--- config.mk ---
export PLATFORM = sky130hd
export DESIGN_NAME = uart_rx_frame
export DESIGN_NICKNAME = d
export VERILOG_FILES = /design/src/rtl/uart_rx_frame.sv
export SDC_FILE = /design/constraint.sdc
export NUM_CORES = 1
export LEC_CHECK = 0
export CORE_MARGIN = 4
export CORE_UTILIZATION = 38
export DETAILED_ROUTE_END_ITERATION = 8
export PLACE_DENSITY = 0.6
export SLEW_MARGIN = 0
export SYNTH_ARGS = -nofsm -noshare
export SYNTH_HDL_FRONTEND = slang
export SYNTH_SLANG_ARGS = --single-unit
export TNS_END_PERCENT = 10
--- constraint.sdc ---
create_clock -name clk -period 2.2 [get_ports clk]
set_clock_uncertainty 0.1 [all_clocks]
set_input_delay 0.66 -clock clk [delete_from_list [all_inputs] [get_ports clk]]
set_output_delay 0.66 -clock clk [all_outputs]
set_load 0.02 [all_outputs]
--- src/rtl/uart_rx_frame.sv ---
// uart_rx_frame: oversampling UART receiver with a configurable frame format.
// Each bit is sampled at mid-bit. The receiver flags parity, framing, break
// and overrun conditions, and holds one word until the consumer pulses
// `recieved`.
module uart_rx_frame #(
   parameter int CLKS_PER_BIT = 16,
   parameter int DATA_BITS    = 8,
   parameter int PARITY       = 0,
   parameter int STOP_BITS    = 1
) (
   input  logic                 clk,
   input  logic                 rst_n,
   input  logic                 rx,
   input  logic                 recieved,
   output logic [DATA_BITS-1:0] data,
   output logic                 sent,
   output logic [3:0]           error
);

   localparam int CNT_W = $clog2(CLKS_PER_BIT);
   localparam logic [CNT_W-1:0] HALF_M1   = CNT_W'(CLKS_PER_BIT / 2 - 1);
   localparam logic [CNT_W-1:0] FULL_M1   = CNT_W'(CLKS_PER_BIT - 1);
   localparam logic [CNT_W-1:0] CNT_ONE   = CNT_W'(1);
   localparam logic [3:0]       LAST_DATA = 4'(DATA_BITS - 1);
   localparam logic [3:0]       LAST_STOP = 4'(STOP_BITS - 1);

   typedef enum logic [2:0] {
      S_IDLE, S_START, S_DATA, S_PAR, S_STOP, S_WAIT_IDLE
   } state_t;

   state_t               state_q, state_d;
   logic [CNT_W-1:0]     cnt_q, cnt_d;
   logic [3:0]           idx_q, idx_d;
   logic [DATA_BITS-1:0] sh_q, sh_d;
   logic                 par_err_q, par_err_d;
   logic                 brk_cand_q, brk_cand_d;
   logic                 brk_q, brk_d;
   logic                 fr_q, fr_d;
   logic [DATA_BITS-1:0] data_q, data_d;
   logic                 sent_q, sent_d;
   logic [3:0]           err_q, err_d;
   logic                 sync1_q, rxs_q, rxs_prev_q;
   logic                 tick, fr_now, brk_now;

   // Two-flop synchroniser plus one delayed copy for falling-edge detection.
   // All three reset high, so a line that is idle at release shows no edge.
   always_ff @(posedge clk or negedge rst_n) begin
      if (!rst_n) begin
         sync1_q    <= 1'b1;
         rxs_q      <= 1'b1;
         rxs_prev_q <= 1'b1;
      end else begin
         sync1_q    <= rx;
         rxs_q      <= sync1_q;
         rxs_prev_q <= rxs_q;
      end
   end

   // State, counters, frame accumulators and the held output word.
   always_ff @(posedge clk or negedge rst_n) begin
      if (!rst_n) begin
         state_q    <= S_IDLE;
         cnt_q      <= '0;
         idx_q      <= '0;
         sh_q       <= '0;
         par_err_q  <= 1'b0;
         brk_cand_q <= 1'b0;
         brk_q      <= 1'b0;
         fr_q       <= 1'b0;
         data_q     <= '0;
         sent_q     <= 1'b0;
         err_q      <= '0;
      end else begin
         state_q    <= state_d;
         cnt_q      <= cnt_d;
         idx_q      <= idx_d;
         sh_q       <= sh_d;
         par_err_q  <= par_err_d;
         brk_cand_q <= brk_cand_d;
         brk_q      <= brk_d;
         fr_q       <= fr_d;
         data_q     <= data_d;
         sent_q     <= sent_d;
         err_q      <= err_d;
      end
   end

   // Next-state logic: mid-bit sampling, error accumulation, completion and handshake.
   always_comb begin
      state_d    = state_q;
      cnt_d      = cnt_q;
      idx_d      = idx_q;
      sh_d       = sh_q;
      par_err_d  = par_err_q;
      brk_cand_d = brk_cand_q;
      brk_d      = brk_q;
      fr_d       = fr_q;
      data_d     = data_q;
      sent_d     = sent_q;
      err_d      = err_q;
      fr_now     = 1'b0;
      brk_now    = 1'b0;
      tick       = (cnt_q == '0);

      // The acknowledge clears the flag. A completion in this same cycle
      // overrides it below and loads the new word.
      if (sent_q && recieved) begin
         sent_d = 1'b0;
      end

      case (state_q)
         S_IDLE: begin
            if (rxs_prev_q && !rxs_q) begin
               cnt_d   = HALF_M1;
               state_d = S_START;
            end
         end
         S_START: begin
            if (!tick) begin
               cnt_d = cnt_q - CNT_ONE;
            end else if (rxs_q) begin
               // A low pulse shorter than half a bit is a false start.
               state_d = S_IDLE;
            end else begin
               cnt_d   = FULL_M1;
               idx_d   = '0;
               state_d = S_DATA;
            end
         end
         S_DATA: begin
            if (!tick) begin
               cnt_d = cnt_q - CNT_ONE;
            end else begin
               sh_d  = {rxs_q, sh_q[DATA_BITS-1:1]};
               cnt_d = FULL_M1;
               if (idx_q == LAST_DATA) begin
                  brk_cand_d = (sh_d == '0);
                  par_err_d  = 1'b0;
                  fr_d       = 1'b0;
                  idx_d      = '0;
                  state_d    = (PARITY != 0) ? S_PAR : S_STOP;
               end else begin
                  idx_d = idx_q + 4'd1;
               end
            end
         end
         S_PAR: begin
            if (!tick) begin
               cnt_d = cnt_q - CNT_ONE;
            end else begin
               par_err_d  = ((^sh_q) ^ rxs_q) != (PARITY == 2);
               brk_cand_d = brk_cand_q & ~rxs_q;
               cnt_d      = FULL_M1;
               idx_d      = '0;
               state_d    = S_STOP;
            end
         end
         S_STOP: begin
            if (!tick) begin
               cnt_d = cnt_q - CNT_ONE;
            end else begin
               fr_now  = fr_q | ~rxs_q;
               // Only the first stop bit takes part in break detection.
               brk_now = (idx_q == '0) ? (brk_cand_q & ~rxs_q) : brk_q;
               fr_d    = fr_now;
               brk_d   = brk_now;
               cnt_d   = FULL_M1;
               if (idx_q == LAST_STOP) begin
                  if (!sent_q || recieved) begin
                     data_d = sh_q;
                     err_d  = {brk_now, 1'b0, fr_now, par_err_q};
                     sent_d = 1'b1;
                  end else begin
                     err_d[2] = 1'b1;
                  end
                  state_d = (fr_now || brk_now) ? S_WAIT_IDLE : S_IDLE;
               end else begin
                  idx_d = idx_q + 4'd1;
               end
            end
         end
         S_WAIT_IDLE: begin
            if (rxs_q) begin
               state_d = S_IDLE;
            end
         end
         default: state_d = S_IDLE;
      endcase
   end

   assign data  = data_q;
   assign sent  = sent_q;
   assign error = err_q;

endmodule

==> flow_summary_export.csv, run 1 <==
group,metric,value,unit
power,power_density,859,nW/um2
synthesis,synth_top_area_share,46.9,%
sta,min_period_over_period,96.4,%
power,clkPwrFrac,26.2,%
synthesis,synth_common_cells,"36 x dfrtp_1, 20 x mux2_2, 12 x nand2_1",
finish,diodes,0,
hold_path,min_from,"sync1_q",
synthesis,synth_fp_nets,181,
finish,area_delta_synth_final,21.2,%
floorplan,rows,25,
sta,hold_viol,0,
drt,drtPass1Iterations,4,
placement,gp_congestion,0.826,
synthesis,avgSynthCellArea,11.0,um2
synthesis,yosys.area.top_type,"dfrtp_1",
synthesis,synth_area_leaders,"dfrtp_1 47%, mux2_2 12%, xnor2_1 4.6%",
synthesis,synth-edff-count,0,
sta,fin_tns_setup,0,ns
finish,drive_gt1_share,28.2,%
clock_network,cts_buffers,5,
sta,worst_slew_pin_slew,0.490,ns
global_routing,grt_max_degree,40,
placement,port_buffers,16,
critical_path,r2r-end,"idx_q[3]",
floorplan,die-area,6260,um2
drt,drt_wl_total,3840,um
critical_path,cp_cell_sequence,"inv_2 > ha_2 > or3b_4 > or3_1 > buf_4 > a21oi_1 > o22ai_1",
critical_path,slowest_delay,0.45,ns
power,p_sw,654,uW
sta,slew_headroom,67.4,%
drt,ant_nets,0,
floorplan,fp.dieH,79.1,um
synthesis,yosys_warnings,0,
sta,fmax,472,MHz
sta,whs,0.259,ns
drt,drc,0,
hold_path,hold_depth,0,
critical_path,reg2reg_from,"cnt_q[0]",
hold_path,hp-class,"register to register",
drt,drt_iter0_drc,166,
power,vdd_drop_max,0.000412,V
global_routing,grt_overflow,0,
clock_network,htreeDepth,2,
drt,routedWlPerCell,14.3,um
floorplan,initial_core_util,39.9,%
power,swShare,32.7,%
synthesis,async_flop_share,100,%
sta,rsz0062_at_grt,"false",
sta,final_max_slew_viol_count,0,
synthesis,syn_inst,174,
critical_path,slowest_stage,"or3_1",
critical_path,worstPathRequired,2.28,ns
clock_network,clock_path_buffers,2,
power,p_comb_share,30.8,%
synthesis,synth.most_common_cell,"dfrtp_1",
power,power_frac_seq,42.9,%
drt,vias,1363,
drt,vias_per_cell,5.07,
clock_network,cts_root_buffer,"clkbuf_8",
clock_network,cts_tree,"done",
synthesis,synth-seq-cells,39,
clock_network,clk_pin_slew,0.08,ns
critical_path,arrival,2.20,ns
sta,fin_crit,2.12,ns
global_routing,grt_pass1_wl,6890,um
critical_path,rrSetupSlack,0.08,ns
floorplan,fp.coreArea,4820,um2
critical_path,cp_num_buf_inv,2,
power,p_int,1350,uW
sta,setup_violations,0,
synthesis,synth_cell_types,37,
critical_path,endpoint_kind,"register",
critical_path,reg2regPathDepth,7,
hold_path,min_to,"rxs_q",
power,leakagePower,0.00101,uW
clock_network,cts_sinks,39,
critical_path,crit_family,"simple AND/OR/NAND/NOR gates",
global_routing,antenna_found_initial,0,
status,outcome,"finished clean",
finish,nets,208,
critical_path,critical_path_class,"register to register",
critical_path,cp-start-kind,"register",
placement,place_hpwl,2670,um
critical_path,crit_fanout,4,
synthesis,yosysSeqAreaShare,51.0,%
global_routing,grt_use_total,14.3,%
floorplan,die_x,79.1,um
synthesis,synthesis.area,1920,um2
synthesis,synthFlopType,"dfrtp_1",
floorplan,boundaryPins,17,
clock_network,insertion_delay,0.30,ns
global_routing,grt_pass1_vias,1422,
flow_run,maxCapViolCount,0,
[cell families (layout without fill, tap and decap cells)]
group / after synthesis / after routing / synth area share, %
AOI/OAI and AO/OA: 33 / 33 / 10.9
xor gates and xnor gates: 11 / 11 / 5.02
adders and majority gates: 3 / 3 / 1.95
buffers and inverters: 16 / 44 / 4.04
DFF: 39 / 39 / 51.0
muxes: 21 / 21 / 12.2
and+or+nand+nor: 51 / 51 / 14.8
[worst max-delay path by stage]
stage | startpoint | endpoint | slack (ns) | depth (start not counted)
detailed placement | idx_q[0] | data[2] | 0.05 | 6
global placement | idx_q[0] | data[5] | 0.08 | 6
global route | cnt_q[0] | data[2] | 0.003 | 7
finish | cnt_q[0] | idx_q[3] | 0.08 | 7
floorplan | cnt_q[0] | idx_q[2] | 0.003 | 8
CTS | cnt_q[1] | cnt_q[3] | 0.04 | 8
[placed cells by master (no fill, tap or decap), types with 6 or more instances in the layout]
| master | n |
|---|---|
| o21ai_0 | 9 |
| clkbuf_8 | 6 |
| xnor2_1 | 10 |
| dfrtp_1 | 36 |
| a21oi_1 | 6 |
| nand2_1 | 12 |
| nand2b_1 | 8 |
| clkdlybuf4s50_1 | 15 |
| mux2_2 | 19 |
| buf_4 | 12 |
| nor2_1 | 8 |
[sequential cells by signal, indices dropped and copies added (netlist names)]
| name | count |
|---|---|
| brk_cand_q | 1 |
| brk_q | 1 |
| cnt_q | 4 |
| data | 8 |
| error | 4 |
| fr_q | 1 |
| idx_q | 4 |
| par_err_q | 1 |
| rxs_prev_q | 1 |
| rxs_q | 1 |
| sent | 1 |
| sh_q | 8 |
| state_q | 3 |
| sync1_q | 1 |
[per-stage QoR]
step / power (uW) / cells / worst slack [ns] / cell area [um2] / utilization, %
final: 2000 / 269 / 0.0801 / 2330 / 48.3
after global routing: 2130 / 269 / 0.00259 / 2330 / 48.3
after CTS: 1960 / 267 / 0.0359 / 2290 / 47.6
after detailed placement: 1430 / 259 / 0.0451 / 2190 / 45.5
after global placement: 1400 / 259 / 0.0790 / 2190 / 45.5
after floorplan: 1270 / 174 / 0.00294 / 1920 / -
[power groups by stage]
stage	Sequential [uW]	Combinational, uW	Clock [uW]
floorplan	857	417	0
global placement	867	537	0
detailed placement	871	556	0
CTS	858	562	541
global route	872	686	576
finish	859	616	525
[layout make-up]
type / instances / area, um2
clock buffers: 6 / 82.6
clock inverters: 2 / 16.3
fillers: 452 / 2490
inverters: 7 / 26.3
multi-input cells: 119 / 883
flip-flops and latches: 39 / 980
well taps: 67 / 83.8
repair buffers: 29 / 256
[repair_timing]
action	CTS	global route
setup endpoints to repair	0	21
hold buffers	0	0
gates resized for setup	0	8
hold endpoints to repair	0	0
buffers inserted	0	2
[layer usage]
layer  GRT usage (%)  wire length, um
met1            17.2             1700
met4            8.08               88
met5               0                0
met2            23.0             1930
met3            4.08              133
Power figures use the tool's default switching activity.
==> inputs of run 2 (changes only) <==
--- a/config.mk
+++ b/config.mk
@@ -8,7 +8,7 @@
 export CORE_MARGIN = 4
 export CORE_UTILIZATION = 38
 export DETAILED_ROUTE_END_ITERATION = 8
-export PLACE_DENSITY = 0.6
+export PLACE_DENSITY = 0.57
 export SLEW_MARGIN = 0
 export SYNTH_ARGS = -nofsm -noshare
 export SYNTH_HDL_FRONTEND = slang
==> constraint.sdc (replaced) <==
create_clock -name clk -period 2.56 [get_ports clk]
set_clock_uncertainty 0.1 [all_clocks]
set_input_delay 0.768 -clock clk [delete_from_list [all_inputs] [get_ports clk]]
set_output_delay 0.768 -clock clk [all_outputs]
set_load 0.02 [all_outputs]
==> run 2 against run 1 <==
Against the previous run:
- sequential cell count stayed put
- routed wire length is 3.5% lower
- design area is 2.5% lower
- worst hold slack better by 0.0083 ns
- core utilization is 1.2 points lower
- global-route usage is 1.1 points lower
- sequential share of layout area is 1.1 points higher
- total power is 11% lower
- cell count is 3.3% lower
- critical path depth is 1 lower
- fmax is 13% lower
- critical path type unchanged
- critical endpoint is now idx_q[2]
- largest power group unchanged
- highest routed layer unchanged
==> flow_summary_export.csv, run 2 (synthesis gave the netlist of run 1 again) <==
group,metric,value,unit
global_routing,antenna_found_initial,0,
placement,place_hpwl,2640,um
sta,slew_headroom,67.7,%
power,leakagePower,0.000986,uW
critical_path,worstPathRequired,2.66,ns
finish,multi_input_area,863,um2
finish,nets,199,
drt,drc,0,
global_routing,grt_pass1_vias,1369,
drt,vias,1314,
critical_path,slowest_delay,0.57,ns
hold_path,hp-class,"register to register",
finish,diodes,0,
critical_path,crit_fanout,10,
sta,worst_slew_pin_slew,0.485,ns
finish,regArea,980,um2
global_routing,grt_use_total,13.2,%
finish,mostFrequentLayoutCells,"36 x dfrtp_1, 20 x mux2_2, 15 x clkdlybuf4s50_1",
floorplan,initial_core_util,39.9,%
floorplan,die-area,6260,um2
power,vdd_drop_max,0.000381,V
global_routing,grt_max_degree,40,
placement,port_buffers,16,
flow_run,maxCapViolCount,0,
power,power_density,787,nW/um2
sta,fin_crit,2.44,ns
clock_network,htreeDepth,2,
finish,area_delta_synth_final,18.2,%
clock_network,cts_sinks,39,
drt,vias_per_cell,5.05,
critical_path,critical_path_class,"register to register",
sta,fin_tns_setup,0,ns
critical_path,cp_cell_sequence,"inv_1 > ha_1 > or3b_1 > or3_1 > o21a_1 > o31ai_2",
clock_network,insertion_delay,0.28,ns
global_routing,grt_pass1_wl,6520,um
critical_path,endpoint_kind,"register",
drt,drtPass1Iterations,4,
floorplan,rows,25,
sta,hold_viol,0,
critical_path,arrival,2.54,ns
clock_network,clk_pin_slew,0.08,ns
drt,routedWlPerCell,14.3,um
placement,dp_cells,252,
finish,drive_gt1_share,21.2,%
clock_network,cts_buffers,5,
floorplan,fp.coreArea,4820,um2
drt,ant_nets,0,
finish,fillCellCount,468,
clock_network,cts_setup_buffers,0,
drt,drt_iter0_drc,203,
sta,setup_violations,0,
clock_network,clock_path_buffers,2,
placement,gp_congestion,0.855,
floorplan,boundaryPins,17,
clock_network,cts_tree,"done",
drt,drt_wl_total,3710,um
sta,fmax,410,MHz
sta,rsz0062_at_grt,"false",
floorplan,fp.dieH,79.1,um
sta,min_period_over_period,95.3,%
clock_network,post_cts_resized,0,
floorplan,die_x,79.1,um
critical_path,slowest_stage,"or3b_1",
status,outcome,"finished clean",
sta,final_max_slew_viol_count,0,
clock_network,cts_root_buffer,"clkbuf_8",
clock_network,postCtsHoldBufs,0,
finish,stdcell_count,260,
critical_path,cp-start-kind,"register",
finish,final_common_cell,"dfrtp_1",
global_routing,grt_overflow,0,
run 2: critical path, delay by kind of cell (launching register included):
kind / cells / cell delay, ns
buffers and inverters: 1 / 0.09
flip-flops: 1 / 0.42
AND/OR/NAND/NOR: 2 / 1.10
AO/OA/AOI/OAI: 2 / 0.43
adder cells (fa/ha/maj): 1 / 0.21
run 2: final timing paths:
kind,startpoint,endpoint,cells past startpoint,slack (ns)
worst max-delay path,cnt_q[0],idx_q[2],6,0.12
worst min-delay path,sync1_q,rxs_q,0,0.27
worst max register to register,cnt_q[0],idx_q[2],6,0.12
worst min register to register,sync1_q,rxs_q,0,0.27
max in group asynchronous,rst_n,rxs_q,2,1.57
min in group asynchronous,rst_n,cnt_q[3],2,0.43
run 2: area by class of cell:
type	count	area share, %
tap	67	3.69
clock inverter	2	2.64
inverter	7	1.16
multi-input combinational	119	38.0
sequential	39	43.1
timing repair buffer	20	8.15
clock buffer	6	3.20
run 2: routing by layer:
layer | GRT usage (%) | vias to the layer above | routed length (um)
met5 | 0 | - | 0
met4 | 4.64 | 0 | 48
met3 | 3.17 | 6 | 99
met2 | 22.2 | 20 | 1910
met1 | 16.6 | 649 | 1650
li1 | - | 639 | -
run 2: power by group:
group,switching [uW],internal [uW]
registers,71.3,682
clock network,204,389
logic,244,195
total,520,1270
run 2: stage by stage:
step,hold slack (ns),setup slack (ns),instance area (um2),util [%],power (uW)
after floorplan,0.245,0.358,1920,-,1090
after global routing,0.273,0.0130,2270,47.1,1900
after global placement,0.247,0.253,2140,44.4,1180
final,0.267,0.121,2270,47.1,1790
after CTS,0.268,0.123,2270,47.1,1800
after detailed placement,0.256,0.153,2140,44.4,1200
